`config.mk`:
```
export PLATFORM = sky130hd
export DESIGN_NAME = sipo_deserializer
export DESIGN_NICKNAME = d
export VERILOG_FILES = /design/src/rtl/sipo_pkg.sv /design/src/rtl/sipo_shift_core.sv /design/src/rtl/sipo_deserializer.sv
export SDC_FILE = /design/constraint.sdc
export NUM_CORES = 1
export LEC_CHECK = 0
export BUFFER_PORTS_ARGS = -buffer_cell sky130_fd_sc_hd__buf_4
export CORE_MARGIN = 4
export CORE_UTILIZATION = 45
export DETAILED_ROUTE_END_ITERATION = 7
export PLACE_DENSITY = 0.67
export SETUP_SLACK_MARGIN = 0.3
export SLEW_MARGIN = 20
export SYNTH_ARGS = -nofsm -noshare
export SYNTH_HDL_FRONTEND = slang
export SYNTH_HIERARCHICAL = 1
export SYNTH_SLANG_ARGS = --single-unit
```
`constraint.sdc`:
```
create_clock -name clk -period 1.4 [get_ports clk]
set_input_delay 0.14 -clock clk [delete_from_list [all_inputs] [get_ports clk]]
set_output_delay 0.14 -clock clk [all_outputs]
set_load 0.05 [all_outputs]
```
`src/rtl/sipo_pkg.sv`:
```
// sipo_pkg
// Shared definitions for the serial-in/parallel-out deserializer:
//   - MSB_FIRST / LSB_FIRST : bit-order selector values
//   - MAX_WIDTH             : widest word the shift helper supports
//   - out_state_e           : output holding-register states
//   - shift_next()          : next shift-register value for one accepted bit
package sipo_pkg;

    localparam bit MSB_FIRST = 1'b1;
    localparam bit LSB_FIRST = 1'b0;
    localparam int MAX_WIDTH = 64;

    typedef enum logic {
        OUT_EMPTY = 1'b0,
        OUT_FULL  = 1'b1
    } out_state_e;

    // Works on a zero-extended MAX_WIDTH container so one function serves
    // every WIDTH; the caller truncates the result back to its own width.
    // MSB-first shifts left and inserts at bit 0; LSB-first shifts right
    // and inserts at bit width-1.
    function automatic logic [MAX_WIDTH-1:0] shift_next(
        input logic [MAX_WIDTH-1:0] cur,
        input logic                 bit_in,
        input int unsigned          width,
        input logic                 msb_first
    );
        logic [MAX_WIDTH-1:0] mask;
        logic [MAX_WIDTH-1:0] res;
        mask = (width >= MAX_WIDTH) ? '1 : ((64'd1 << width) - 64'd1);
        if (msb_first) begin
            res = (cur << 1) | 64'(bit_in);
        end else begin
            res = ((cur & mask) >> 1) | (64'(bit_in) << (width - 1));
        end
        return res & mask;
    endfunction

endpackage

```
`src/rtl/sipo_shift_core.sv`:
```
// sipo_shift_core
// Shift register, bit counter and frame alignment. Never stalls.
// Ports:
//   clk, rst        : clock, synchronous active-high reset
//   i_valid         : serial bit qualifier
//   i_serial        : serial data bit
//   i_frame_start   : realign; discards the partial word
//   o_word_done     : one-cycle pulse (combinational) on the completing edge
//   o_word          : completed word, valid while o_word_done is high
//   o_bit_count     : bits held in the current partial word
module sipo_shift_core #(
    parameter int unsigned WIDTH     = 8,
    parameter bit          MSB_FIRST = 1'b1,
    parameter int          CNT_W     = 4
) (
    input  logic             clk,
    input  logic             rst,
    input  logic             i_valid,
    input  logic             i_serial,
    input  logic             i_frame_start,
    output logic             o_word_done,
    output logic [WIDTH-1:0] o_word,
    output logic [CNT_W-1:0] o_bit_count
);
    import sipo_pkg::*;

    logic [WIDTH-1:0] r_shift;
    logic [CNT_W-1:0] r_count;

    logic [WIDTH-1:0] w_shift_next;
    logic [WIDTH-1:0] w_first_bit;
    logic             w_last;

    assign w_shift_next = WIDTH'(shift_next(64'(r_shift), i_serial, WIDTH, MSB_FIRST));
    // A frame_start bit starts a fresh word: shift it into an empty register.
    assign w_first_bit  = WIDTH'(shift_next(64'd0, i_serial, WIDTH, MSB_FIRST));
    assign w_last       = (r_count == CNT_W'(WIDTH - 1));

    // frame_start always wins over completion, even on the last bit slot.
    assign o_word_done  = i_valid && !i_frame_start && w_last;
    assign o_word       = w_shift_next;
    assign o_bit_count  = r_count;

    always_ff @(posedge clk) begin
        if (rst) begin
            r_shift <= '0;
            r_count <= '0;
        end else if (i_frame_start) begin
            if (i_valid) begin
                r_shift <= w_first_bit;
                r_count <= CNT_W'(1);
            end else begin
                r_shift <= '0;
                r_count <= '0;
            end
        end else if (i_valid) begin
            r_shift <= w_shift_next;
            r_count <= w_last ? '0 : r_count + CNT_W'(1);
        end
    end

endmodule

```
`src/rtl/sipo_deserializer.sv`:
```
// sipo_deserializer
// Serial-in/parallel-out deserializer with selectable bit order, frame
// alignment, a one-entry valid/ready output register and a sticky overrun.
// Ports:
//   clk, rst       : clock, synchronous active-high reset
//   in_valid       : serial_in is sampled only when high
//   serial_in      : serial data bit
//   frame_start    : word alignment marker
//   out_data       : completed word (flop)
//   out_valid      : out_data holds an unconsumed word (flop)
//   out_ready      : consumer takes out_data on out_valid && out_ready
//   overrun        : sticky, a completed word was dropped
//   clear_overrun  : clears overrun (a simultaneous set wins)
//   bit_count      : bits in the current partial word
//
// Handshake: a word transfers on any rising edge where out_valid && out_ready.
// out_valid never depends combinationally on out_ready, and out_data only
// changes when a new word is loaded.
module sipo_deserializer #(
    parameter  int unsigned WIDTH     = 8,
    parameter  bit          MSB_FIRST = 1'b1,
    localparam int          CNT_W     = $clog2(WIDTH + 1)
) (
    input  logic             clk,
    input  logic             rst,
    input  logic             in_valid,
    input  logic             serial_in,
    input  logic             frame_start,
    output logic [WIDTH-1:0] out_data,
    output logic             out_valid,
    input  logic             out_ready,
    output logic             overrun,
    input  logic             clear_overrun,
    output logic [CNT_W-1:0] bit_count
);
    import sipo_pkg::*;

    out_state_e       r_state;
    out_state_e       w_next_state;
    logic [WIDTH-1:0] r_data;
    logic             r_overrun;
    logic             w_load;
    logic             w_set_ovr;
    logic             w_word_done;
    logic [WIDTH-1:0] w_word;

    sipo_shift_core #(
        .WIDTH     (WIDTH),
        .MSB_FIRST (MSB_FIRST),
        .CNT_W     (CNT_W)
    ) u_core (
        .clk           (clk),
        .rst           (rst),
        .i_valid       (in_valid),
        .i_serial      (serial_in),
        .i_frame_start (frame_start),
        .o_word_done   (w_word_done),
        .o_word        (w_word),
        .o_bit_count   (bit_count)
    );

    always_comb begin
        w_next_state = r_state;
        w_load       = 1'b0;
        w_set_ovr    = 1'b0;
        case (r_state)
            OUT_EMPTY: begin
                if (w_word_done) begin
                    w_load       = 1'b1;
                    w_next_state = OUT_FULL;
                end
            end
            OUT_FULL: begin
                if (w_word_done && out_ready) begin
                    // Old word leaves as the new one arrives.
                    w_load = 1'b1;
                end else if (w_word_done) begin
                    // Nowhere to put the new word: drop it, keep the old one.
                    w_set_ovr = 1'b1;
                end else if (out_ready) begin
                    w_next_state = OUT_EMPTY;
                end
            end
            default: w_next_state = OUT_EMPTY;
        endcase
    end

    always_ff @(posedge clk) begin
        if (rst) begin
            r_state   <= OUT_EMPTY;
            r_data    <= '0;
            r_overrun <= 1'b0;
        end else begin
            r_state <= w_next_state;
            if (w_load) begin
                r_data <= w_word;
            end
            if (w_set_ovr) begin
                r_overrun <= 1'b1;
            end else if (clear_overrun) begin
                r_overrun <= 1'b0;
            end
        end
    end

    // out_valid is a direct decode of the one-bit state flop.
    assign out_valid = (r_state == OUT_FULL);
    assign out_data  = r_data;
    assign overrun   = r_overrun;

endmodule

```
# [Word-level counts from Yosys, hierarchy flattened]
# Cells that the tools add are included.
[word_totals] regBits=21 latch_bits=0 out_inout_bits=14 mem_bits_ro=0 input_bits=7 ramBits=0 memories=0
[classes] n_mux=18 n_addsub=1 eq_ne=1 reduce_logical=6 magnitude_cmp=0 div=0 shifts=0 bitwise=2 n_mul=0
[ops] cell="$mux 7" n=2
[ops] cell="$mux 4" n=3
[ops] cell="$mux 1" n=11
[ops] cell="$or 8x1->8" n=1
[ops] cell="$add 4x1->4 const B" n=1
[ops] cell="$eq 4x3->1 const B" n=1
[ops] cell="$pmux 1 s2" n=2
[ops] cell="$reduce_bool 2->1" n=2
[ops] cell="$logic_and 1x1->1" n=3
[ops] cell="$logic_not 1->1" n=1
[ops] cell="$not 1->1" n=1

# [Logic depth before layout (Yosys ltp)]
[logic_depth] word_depth=7 depth_mapped=6

# [By module]
# The synthesis kept the hierarchy.
[modules_own_cells] mod="sipo_deserializer" instances=1 area_each_um2=441.7 seq_area_each_um2=200.2 cells_per_inst=43
[modules_own_cells] mod="sipo_shift_core" instances=1 area_each_um2=440.4 seq_area_each_um2=220.2 cells_per_inst=45

# [Least setup slack after synthesis]
# OpenSTA, ideal clock, no wires.
[synth_timing] path_type="register to register" start="register u_core.r_count[1] (netlist: u_core/o_bit_count[1])" end="register r_data[0] (netlist: out_data[0])" path_buffers=1 path_stages_with_launch=7 slack_ns=-0.339 t_arrival_ns=1.667 setup_time_ns=0.072 required_time_ns=1.328 path_cell_list="dfxtp_1 > ha_1 > nand4b_1 > nor2_1 > nor2b_2 > buf_6 > mux2i_1"
[synth_between] elab_chain_cells=5 elab_cells_between_ends=6
[synth_rtl] element="start, declared" line_no="sipo_shift_core.sv:28" source="logic [CNT_W-1:0] r_count;"
[synth_rtl] element="start signal, assigned" line_no="sipo_shift_core.sv:58" source="r_count <= w_last ? '0 : r_count + CNT_W'(1);"
[synth_rtl] element="$eq 4x3->1 (*)" line_no="sipo_shift_core.sv:37" source="assign w_last = (r_count == CNT_W'(WIDTH - 1));"
[synth_rtl] element="$logic_and 1x1->1 (*)" line_no="sipo_shift_core.sv:40" source="assign o_word_done = i_valid && !i_frame_start && w_last;"
[synth_rtl] element="named net w_word_done" line_no="sipo_deserializer.sv:44" source="logic w_word_done;"
[synth_rtl] element="$logic_and 1x1->1" line_no="sipo_deserializer.sv:74" source="if (w_word_done && out_ready) begin"
[synth_rtl] element="$mux 1" line_no="sipo_deserializer.sv:74"
[synth_rtl] element="$pmux 1 s2 (*)" line_no="sipo_deserializer.sv:66" source="case (r_state)"
[synth_rtl] element="end signal, assigned" line_no="sipo_deserializer.sv:96" source="r_data <= w_word;"
[synth_rtl] element="end, declared" line_no="sipo_deserializer.sv:40" source="logic [WIDTH-1:0] r_data;"
# Mark *: on every way through the listed nets, which the timed path passes. The rest lies on a longest branch.
# A chain may end at the register's enable or synchronous reset.

# [Final worst setup path]
[layout_timing] start="register u_core.r_count[1] (netlist: u_core/o_bit_count[1])" end="register r_data[4] (netlist: out_data[4])"
# Same word-level chain as after synthesis.

==> flow_summary.ini <==
[run_status]
outcome = finished, final reports clean

[route]
wl_um = 1670
post-route-drc-count = 0
drt_pass1_iterations = 4
vias = 659
via_per_inst = 4.74
ant_nets = 0
dr.first_iter.drc_count = 14
wire_per_inst_um = 12.0

[grt]
grt_max_degree = 22
grt_pass1_wl_um = 2610
use_met2 = 0.207
busiest_layer = met2
gr-total-overflow = 0
grt_usage = 0.129
grt_pass1_vias = 620
globalRouteMet3Util = 0.0342
grtUsageMet1 = 0.160
antenna_found_initial = 0

[die]
start_util = 0.495
core_area_um2 = 1780
ios = 21
die_h_um = 52.3
dieArea_um2 = 2730
die_w_um = 52.3
num_rows = 15

[worst_setup_path]
startpoint_type = register
slowest_delay_ns = 0.38
worst-endpoint-arrival_ns = 1.53
endpoint_kind = register
cp_num_buf_inv = 1
cp_max_fo = 8
crit_chain = ha_4 -> nand4b_1 -> nor2_2 -> nor2b_4 -> buf_12 -> mux2i_1
slowest_stage = dfxtp_4
crit_type = register to register
critPathTopFamily = simple AND/OR/NAND/NOR gates
cp_data_required_time_ns = 1.63

[timing]
maxSlewViolCount = 0
rsz0062_at_grt = true
setup_violations = 0
tightest_slew_ns = 0.299
max_freq_ghz = 0.770
timing.setup.tns_ns = 0
layout_min_cycle_time_ns = 1.30
post-route-period-util = 0.928
max-slew-margin-rel = 0.800
hold_viol = 0
skew_ns = 0.00715

[power_and_ir_drop]
leakage_nw = 0.462
p_sw_mw = 0.224
ir_drop_v = 0.000498
seq_power_share = 0.614
power_density_nw_per_um2 = 830
combinationalPowerShare = 0.100
p_int_mw = 0.760
clkPwrFrac = 0.287
switching_share = 0.227

[synthesis]
synth_cell_types = 22
synth.net_count = 96
ys_warn_count = 6
seq_area_frac_synth = 0.477
synth_seq_cells = 21
avgSynthCellArea_um2 = 10.0
syn_inst = 88
synth_area_um2 = 882

[clock_tree]
clock_sinks = 21
cts_max_level = 1
cts_hold_buffers = 0
clockBufferDepth = 2
numCtsBuffers = 3
clk_pin_slew_ns = 0.11
cts_root_buf = clkbuf_4
clk_latency_ns = 0.30
cts_tree = done

[placed_design]
place_area_um2 = 1090
io_buffers = 20
place_inst = 131
gp_congestion = 0.716
dp_hpwl_um = 1130

[finish]
nFillCells = 145
syn_to_final_growth_pct = 34.5
nets = 123
postLayoutCellArea_um2 = 1190
register_area_um2 = 432
multi_input_comb_area_um2 = 455
antenna_cells = 0
fin_cells = 139
drive_above_1_share = 0.342

[flow_run]
cap_violations = 0

[worst_hold_path]
hold_path_class = primary input to register
-- tightest hold or removal path, delay by kind of cell --
kind            cells  cell delay, ns
simple gates        1            0.08
buf+inv             1            0.09
compound gates      1            0.06
-- state kept, by name, indices dropped and copies added (netlist names) --
register,flops
out_valid,1
overrun,1
u_core/o_bit_count,4
u_core/r_shift,7
out_data,8
-- power by group through the flow --
stage               combinational (mW)  clock (mW)  sequential [mW]
floorplan                       0.0394           0            0.629
global placement                0.0768           0            0.618
detailed placement              0.0771           0            0.619
CTS                             0.0832       0.295            0.604
global route                     0.105       0.324            0.605
finish                          0.0982       0.282            0.604
-- layout by cell type, fill, tap and decap left out, types with 2 or more instances in the layout --
cell type / Yosys / layout
dfxtp_4: 0 / 3
dfxtp_1: 21 / 18
nor2b_4: 1 / 2
nor2_1: 13 / 12
nand2b_1: 16 / 16
buf_4: 2 / 21
nand2_1: 2 / 2
clkbuf_4: 0 / 3
buf_6: 1 / 3
mux2i_1: 15 / 15
buf_8: 0 / 2
a21oi_1: 3 / 2
nor2b_1: 2 / 2
-- timing repair --
action,in CTS,in global routing
pin swaps,1,4
gates resized for setup,1,9
hold endpoints to repair,0,0
buffers inserted,2,2
setup endpoints to repair,8,15
-- stage by stage --
| step | utilization | hold slack (ns) | power [mW] | worst slack [ns] |
|---|---|---|---|---|
| after floorplan | - | 0.208 | 0.668 | 0.00881 |
| after global placement | 0.611 | 0.392 | 0.695 | 0.122 |
| after detailed placement | 0.611 | 0.407 | 0.696 | 0.0638 |
| after CTS | 0.637 | 0.0897 | 0.982 | 0.103 |
| after global routing | 0.665 | 0.101 | 1.03 | 0.0319 |
| final | 0.665 | 0.0949 | 0.984 | 0.101 |
-- synthesized netlist by cell type, drive strengths merged --
library cell | instances | area (um^2)
a21oi | 3 | 15.0
buf | 4 | 31.3
clkbuf | 1 | 3.75
dfxtp | 21 | 420
ha | 1 | 12.5
mux2i | 15 | 150
nand2 | 2 | 7.51
nand2b | 16 | 100
nand4 | 1 | 6.26
nand4b | 1 | 8.76
nor2 | 13 | 48.8
nor2b | 4 | 35.0
nor3 | 1 | 5.00
nor3b | 1 | 7.51
or2 | 1 | 6.26
or3 | 1 | 6.26
xnor2 | 1 | 8.76
xor2 | 1 | 8.76
-- cell families after synthesis --
family / share of synthesized area
muxes: 0.170
buffers and inverters: 0.0397
adders and majority gates: 0.0142
xor gates and xnor gates: 0.0199
and+or+nand+nor: 0.262
DFF: 0.477
AOI/OAI and AO/OA: 0.0170
-- metal layers --
metal	share of wire	up-vias
met3	0.053	2
li1	-	340
met5	0	-
met4	0.0078	0
met2	0.46	16
met1	0.48	301
-- cell type report --
class	instances	share of cell area
Clock buffer	4	0.0222
Tap cell	25	0.0264
Sequential cell	21	0.364
Multi-Input combinational cell	62	0.384
Timing Repair Buffer	27	0.204
-- path summary, 6_finish.rpt --
check	from	endpoint	slack, ns	cells after the start
max	u_core/o_bit_count[1]$_SDFFE_PP0P_	out_data[4]$_SDFFE_PP0P_	0.10	6
min	serial_in	u_core/r_shift[0]$_SDFFE_PP0P_	0.09	3
max reg2reg	u_core/o_bit_count[1]$_SDFFE_PP0P_	out_data[4]$_SDFFE_PP0P_	0.10	6
min reg2reg	out_data[6]$_SDFFE_PP0P_	out_data[6]$_SDFFE_PP0P_	0.48	2
(Power assumes the default switching activity.)
